--- config.mk ---
export PLATFORM = sky130hd
export DESIGN_NAME = booth_xor_pipe_flat
export DESIGN_NICKNAME = d
export VERILOG_FILES = /design/src/rtl/booth_xor_pipe_if.sv /design/src/rtl/booth_xor_pipe.sv /design/src/flat_wrapper.sv
export SDC_FILE = /design/constraint.sdc
export NUM_CORES = 1
export LEC_CHECK = 0
export ABC_AREA = 1
export CAP_MARGIN = 10
export CELL_PAD_IN_SITES_DETAIL_PLACEMENT = 1
export CELL_PAD_IN_SITES_GLOBAL_PLACEMENT = 1
export CORE_UTILIZATION = 39
export DETAILED_ROUTE_END_ITERATION = 7
export GPL_TIMING_DRIVEN = 0
export PLACE_DENSITY_LB_ADDON = 0.3
export RECOVER_POWER = 50
export SKIP_LAST_GASP = 1
export SLEW_MARGIN = 20
export SYNTH_ARGS = -nofsm -noshare
export SYNTH_HDL_FRONTEND = slang
export SYNTH_SLANG_ARGS = --single-unit
--- constraint.sdc ---
create_clock -name clk -period 3 [get_ports clk]
set_input_delay 0.45 -clock clk [delete_from_list [all_inputs] [get_ports clk]]
set_output_delay 0.45 -clock clk [all_outputs]
set_load 0.01 [all_outputs]
--- src/rtl/booth_xor_pipe_if.sv ---
// Handshake bundle for booth_xor_pipe: operand/mode input side, result output
// side and the completed-transfer counter. The stage itself uses the slave view.
interface booth_xor_pipe_if #(
  parameter int WIDTH = 8,
  parameter int CNT_W = 16
);
  logic             in_valid;
  logic             in_ready;
  logic [WIDTH-1:0] in_a;
  logic [WIDTH-1:0] in_b;
  logic [1:0]       in_mode;
  logic             out_valid;
  logic             out_ready;
  logic [WIDTH-1:0] out_y;
  logic             out_neg_carry;
  logic             out_parity;
  logic [CNT_W-1:0] xfer_count;

  modport slave (
    input  in_valid, in_a, in_b, in_mode, out_ready,
    output in_ready, out_valid, out_y, out_neg_carry, out_parity, xfer_count
  );

  modport master (
    output in_valid, in_a, in_b, in_mode, out_ready,
    input  in_ready, out_valid, out_y, out_neg_carry, out_parity, xfer_count
  );
endinterface

--- src/rtl/booth_xor_pipe.sv ---
// Registered bitwise-logic stage for the Booth multiplier datapath.
// Each accepted operand pair is reduced to (result, negate carry, parity) at the
// input and parked in a 2-entry FIFO so the stage keeps one result per cycle
// even when the partial-product accumulator stalls for a cycle.
module booth_xor_pipe #(
  parameter int WIDTH = 8,
  parameter int CNT_W = 16
) (
  input  logic           clk,
  input  logic           rst_n,
  booth_xor_pipe_if.slave bus
);

  localparam logic [1:0] MODE_XOR  = 2'b00;
  localparam logic [1:0] MODE_XNOR = 2'b01;
  localparam logic [1:0] MODE_PASS = 2'b10;
  localparam logic [1:0] MODE_NEG  = 2'b11;

  typedef struct packed {
    logic [WIDTH-1:0] y;
    logic             neg_carry;
    logic             parity;
  } entry_t;

  // Lane operation; NEG produces the one's complement and flags the +1 that the
  // downstream adder folds in through its carry input to finish two's negation.
  function automatic entry_t compute_entry(input logic [WIDTH-1:0] a,
                                           input logic [WIDTH-1:0] b,
                                           input logic [1:0]       mode);
    entry_t e;
    e.y         = '0;
    e.neg_carry = 1'b0;
    case (mode)
      MODE_XOR:  e.y = a ^ b;
      MODE_XNOR: e.y = ~(a ^ b);
      MODE_PASS: e.y = a;
      MODE_NEG: begin
        e.y         = ~a;
        e.neg_carry = 1'b1;
      end
      default:   e.y = '0;
    endcase
    e.parity = ^e.y;
    return e;
  endfunction

  // Stage p0: combinational result for the operands currently presented
  entry_t entry_p0;

  // Stage p1: buffered results plus FIFO control
  entry_t           mem_p1 [2];
  logic             wr_ptr_p1;
  logic             rd_ptr_p1;
  logic [1:0]       occ_p1;
  logic [CNT_W-1:0] xfer_cnt_p1;

  logic   ready_p0;
  logic   vld_p1;
  logic   push;
  logic   pop;
  entry_t head_p1;

  // in_ready looks only at registered occupancy (and reset), never at out_ready,
  // so no combinational path runs from the consumer back to the producer.
  assign ready_p0 = (occ_p1 != 2'd2) & rst_n;
  assign vld_p1   = (occ_p1 != 2'd0);
  assign push     = bus.in_valid & ready_p0;
  assign pop      = vld_p1 & bus.out_ready;
  assign head_p1  = mem_p1[rd_ptr_p1];

  // Compute result, carry and parity for the incoming operands
  always_comb begin
    entry_p0 = compute_entry(bus.in_a, bus.in_b, bus.in_mode);
  end

  // ---- p0 -> p1 boundary ----

  // Data storage: written only on push; stale contents are masked by occupancy
  always_ff @(posedge clk) begin
    if (push) begin
      mem_p1[wr_ptr_p1] <= entry_p0;
    end
  end

  // FIFO pointers, occupancy and transfer counter
  always_ff @(posedge clk) begin
    if (!rst_n) begin
      wr_ptr_p1   <= 1'b0;
      rd_ptr_p1   <= 1'b0;
      occ_p1      <= 2'd0;
      xfer_cnt_p1 <= '0;
    end else begin
      if (push) begin
        wr_ptr_p1 <= ~wr_ptr_p1;
      end
      if (pop) begin
        rd_ptr_p1   <= ~rd_ptr_p1;
        xfer_cnt_p1 <= xfer_cnt_p1 + 1'b1;
      end
      case ({push, pop})
        2'b10:   occ_p1 <= occ_p1 + 2'd1;
        2'b01:   occ_p1 <= occ_p1 - 2'd1;
        default: occ_p1 <= occ_p1;
      endcase
    end
  end

  // Output fields are zero whenever no result is held
  always_comb begin
    bus.in_ready      = ready_p0;
    bus.out_valid     = vld_p1;
    bus.out_y         = vld_p1 ? head_p1.y : '0;
    bus.out_neg_carry = vld_p1 & head_p1.neg_carry;
    bus.out_parity    = vld_p1 & head_p1.parity;
    bus.xfer_count    = xfer_cnt_p1;
  end

endmodule

--- src/flat_wrapper.sv ---
// flat-port wrapper written by rule: the top's interface ports become plain ports
module booth_xor_pipe_flat 
#(
  parameter int WIDTH = 8,
  parameter int CNT_W = 16
)
  (clk, rst_n, bus_in_valid, bus_in_a, bus_in_b, bus_in_mode, bus_out_ready, bus_in_ready, bus_out_valid, bus_out_y, bus_out_neg_carry, bus_out_parity, bus_xfer_count);
  booth_xor_pipe_if #(.WIDTH(WIDTH), .CNT_W(CNT_W)) bus_i ();
  input  logic clk;
  input  logic rst_n;
  input wire logic [$bits(bus_i.in_valid)-1:0] bus_in_valid;
  input wire logic [$bits(bus_i.in_a)-1:0] bus_in_a;
  input wire logic [$bits(bus_i.in_b)-1:0] bus_in_b;
  input wire logic [$bits(bus_i.in_mode)-1:0] bus_in_mode;
  input wire logic [$bits(bus_i.out_ready)-1:0] bus_out_ready;
  output wire logic [$bits(bus_i.in_ready)-1:0] bus_in_ready;
  output wire logic [$bits(bus_i.out_valid)-1:0] bus_out_valid;
  output wire logic [$bits(bus_i.out_y)-1:0] bus_out_y;
  output wire logic [$bits(bus_i.out_neg_carry)-1:0] bus_out_neg_carry;
  output wire logic [$bits(bus_i.out_parity)-1:0] bus_out_parity;
  output wire logic [$bits(bus_i.xfer_count)-1:0] bus_xfer_count;
  assign bus_i.in_valid = bus_in_valid;
  assign bus_i.in_a = bus_in_a;
  assign bus_i.in_b = bus_in_b;
  assign bus_i.in_mode = bus_in_mode;
  assign bus_i.out_ready = bus_out_ready;
  assign bus_in_ready = bus_i.in_ready;
  assign bus_out_valid = bus_i.out_valid;
  assign bus_out_y = bus_i.out_y;
  assign bus_out_neg_carry = bus_i.out_neg_carry;
  assign bus_out_parity = bus_i.out_parity;
  assign bus_xfer_count = bus_i.xfer_count;
  booth_xor_pipe #(.WIDTH(WIDTH), .CNT_W(CNT_W)) u_core (.clk(clk), .rst_n(rst_n), .bus(bus_i));
endmodule
==> impl_metrics.py <==
metrics = {
    "floorplanning": {
        "die_area_mm2": 0.006047,
        "core_area_mm2": 0.005507,
        "dieWidth_um": 77.76,
        "core.rowCount": 27,
        "die_y_um": 77.76,
        "start_util": 0.4065,
        "io_pins": 50,
    },
    "sta": {
        "min_period_ns": 2.518,
        "fin_ws_ns": 0.4820,
        "final.setup.tns_ns": 0,
        "clock-skew-final_ns": 0.01006,
        "slew_violations": 0,
        "hold_viol": 0,
        "setup_violations": 0,
        "worst_pin_slew_ns": 0.8779,
        "relSlewSlack": 0.4126,
        "fin_crit_sh": 0.8393,
        "fmax_ghz": 0.3971,
        "rsz0062_at_grt": "false",
    },
    "min_path": {
        "hold_path_class": "reg -> reg",
    },
    "power": {
        "share_comb_of_total_power": 0.261,
        "power.share.sequential": 0.472,
        "power_density_mw_per_mm2": 477.9,
        "p_int_mw": 0.9370,
        "swShare": 0.3109,
        "p_leak_nw": 1.299,
        "pwr-share-clk": 0.266,
        "power.net_switching_mw": 0.4228,
        "peakVddDrop_uv": 172.9,
    },
    "worst_setup_path": {
        "crit_type": "in -> out",
        "crit_fanout": 7,
        "worstSetupStartpointType": "primary input",
        "cp.required_ns": 2.55,
        "crit_arrival_ns": 2.07,
        "worstSetupEndpointType": "output port",
    },
    "clock_tree": {
        "htree_num_levels": 2,
        "postCtsSetupBuffers": 0,
        "hold_buffers": 0,
        "cts.reportedPaths.clkPinSlew_ns": 0.09,
        "numCtsBuffers": 5,
        "cts_tree": "built",
        "clkLatencyLatePin_ns": 0.30,
        "root_buffer": "clkbuf_8",
        "clkSinkCount": 41,
        "ctsResizeCount": 0,
        "clockBufferDepth": 2,
    },
    "cells_and_area": {
        "n_antenna_cell": 0,
        "drive_gt1_frac": 0.04396,
        "final_common_cell": "nand2_1",
        "final_cell_mix": "nand2_1 (115), inv_1 (43), clkdlybuf4s50_1 (38)",
        "area_growth_pct": 27.11,
        "layout.nets": 387,
    },
    "routing": {
        "drt-total-wl_mm": 5.194,
        "avgRoutedWirePerCell_um": 11.91,
        "drt-pass1-iter-count": 4,
        "drt-initial-drc-count": 40,
        "vias": 2098,
        "ant_nets": 0,
        "route.detailed.drc": 0,
        "avgViaCountPerCell": 4.812,
    },
    "global_route": {
        "grt_pass1_wl_mm": 8.804,
        "grt_pass1_vias": 1987,
        "overflow": 0,
        "grt_start_max_net_pins": 14,
        "antenna_found_initial": 0,
        "grt_usage": 0.1847,
    },
    "yosys": {
        "ys_warn_count": 0,
        "synth_fp_nets": 331,
        "synth_cell_types": 28,
        "synth-seq-cells": 41,
        "netlist_area_mm2": 0.002238,
        "synth_cells": 307,
        "ys_seq_area_frac": 0.4561,
        "syn_area_per_cell_um2": 7.291,
    },
    "place": {
        "hpwl_mm": 4.107,
        "place_ws_ns": 0.3101,
        "port-buffer-count": 49,
        "place.gp.congestion": 0.7216,
    },
    "job": {
        "max_cap_viol_count": 0,
    },
    "status": {
        "outcome": "complete, no violations",
    },
}
==> critical path: stages <==
cell and delay [ns]:
dlygate4sd3_1 0.64, inv_1 0.18, a21oi_1 0.22, clkdlybuf4s50_1 0.57
==> cells by family (layout without fill, tap and decap cells) <==
family / after synthesis / after routing / synth area share
buf+inv: 52 / 109 / 0.09111
simple gates: 162 / 162 / 0.3153
compound gates: 44 / 44 / 0.1028
xor+xnor: 6 / 6 / 0.02348
flops: 41 / 41 / 0.4561
fa+ha+maj: 2 / 2 / 0.01118
==> sequential cells by signal, summed over array words and instances, names as in the netlist, named ones only <==
register               flops
u_core.mem_p1             20
u_core.rd_ptr_p1           1
u_core.wr_ptr_p1           1
u_core.bus.xfer_count     16
u_core.occ_p1              2
==> metrics by stage <==
step / power, mW / hold WS [ns] / cells / instance area [um2] / util
after floorplan: 0.8604 / 0.4251 / 307 / 2238 / -
after global placement: 1.004 / 0.4364 / 428 / 2819 / 0.5119
after detailed placement: 1.024 / 0.4589 / 428 / 2819 / 0.5119
after CTS: 1.376 / 0.4737 / 436 / 2904 / 0.5274
after global routing: 1.428 / 0.4934 / 436 / 2845 / 0.5167
final: 1.360 / 0.4755 / 436 / 2845 / 0.5167
==> routing by layer <==
layer  global-route usage  part of all wire
met2               0.3257              0.49
met3              0.03176             0.026
met5                    0                 0
met4              0.06792             0.016
met1               0.2237              0.47
==> cell type report <==
| cell class | instances | area, um2 |
|---|---|---|
| plain buffers | 3 | 11.26 |
| clock buffers | 5 | 68.82 |
| clock inverters | 3 | 16.27 |
| fillers | 729 | 2661 |
| inverters | 49 | 185.2 |
| multi-input cells | 214 | 962.2 |
| flip-flops and latches | 41 | 1021 |
| well taps | 72 | 90.09 |
| repair buffers | 49 | 490.5 |
==> power by group through the flow <==
| stage | combinational, mW | clock [mW] | sequential [mW] |
|---|---|---|---|
| 3_3_place_gp | 0.351 | 0 | 0.653 |
| 2_1_floorplan | 0.208 | 0 | 0.653 |
| 4_1_cts | 0.370 | 0.363 | 0.643 |
| 3_5_place_dp | 0.368 | 0 | 0.656 |
| 5_1_grt | 0.399 | 0.382 | 0.646 |
| 6_report | 0.356 | 0.362 | 0.642 |
==> cells in the mapped netlist (all sizes together) <==
| master | n | share of area |
|---|---|---|
| nand2 | 117 | 0.21 |
| inv | 47 | 0.079 |
| a21oi | 28 | 0.063 |
| nor2 | 27 | 0.060 |
| dfxtp | 21 | 0.19 |
| edfxtp | 20 | 0.27 |
| nand3 | 13 | 0.037 |
| o21ai | 11 | 0.025 |
| nor3 | 4 | 0.0089 |
| xnor2 | 4 | 0.016 |
| o21a | 3 | 0.010 |
| a31oi | 2 | 0.0056 |
| clkbuf | 2 | 0.0034 |
| clkinv | 2 | 0.0056 |
| ha | 2 | 0.011 |
| xor2 | 2 | 0.0078 |
| buf | 1 | 0.0034 |
| nand4 | 1 | 0.0028 |
==> path summary, 6_finish.rpt <==
| kind | startpoint | end | slack (ns) | cells past startpoint |
|---|---|---|---|---|
| worst max-delay path | rst_n | bus_in_ready | 0.48 | 4 |
| worst min-delay path | u_core.rd_ptr_p1 | register | 0.48 | 1 |
| worst max register to register | u_core.occ_p1[0] | u_core.bus.xfer_count[14] | 1.02 | 11 |
| worst min register to register | u_core.rd_ptr_p1 | register | 0.48 | 1 |
Note: power is estimated with default switching activity, not from simulation.
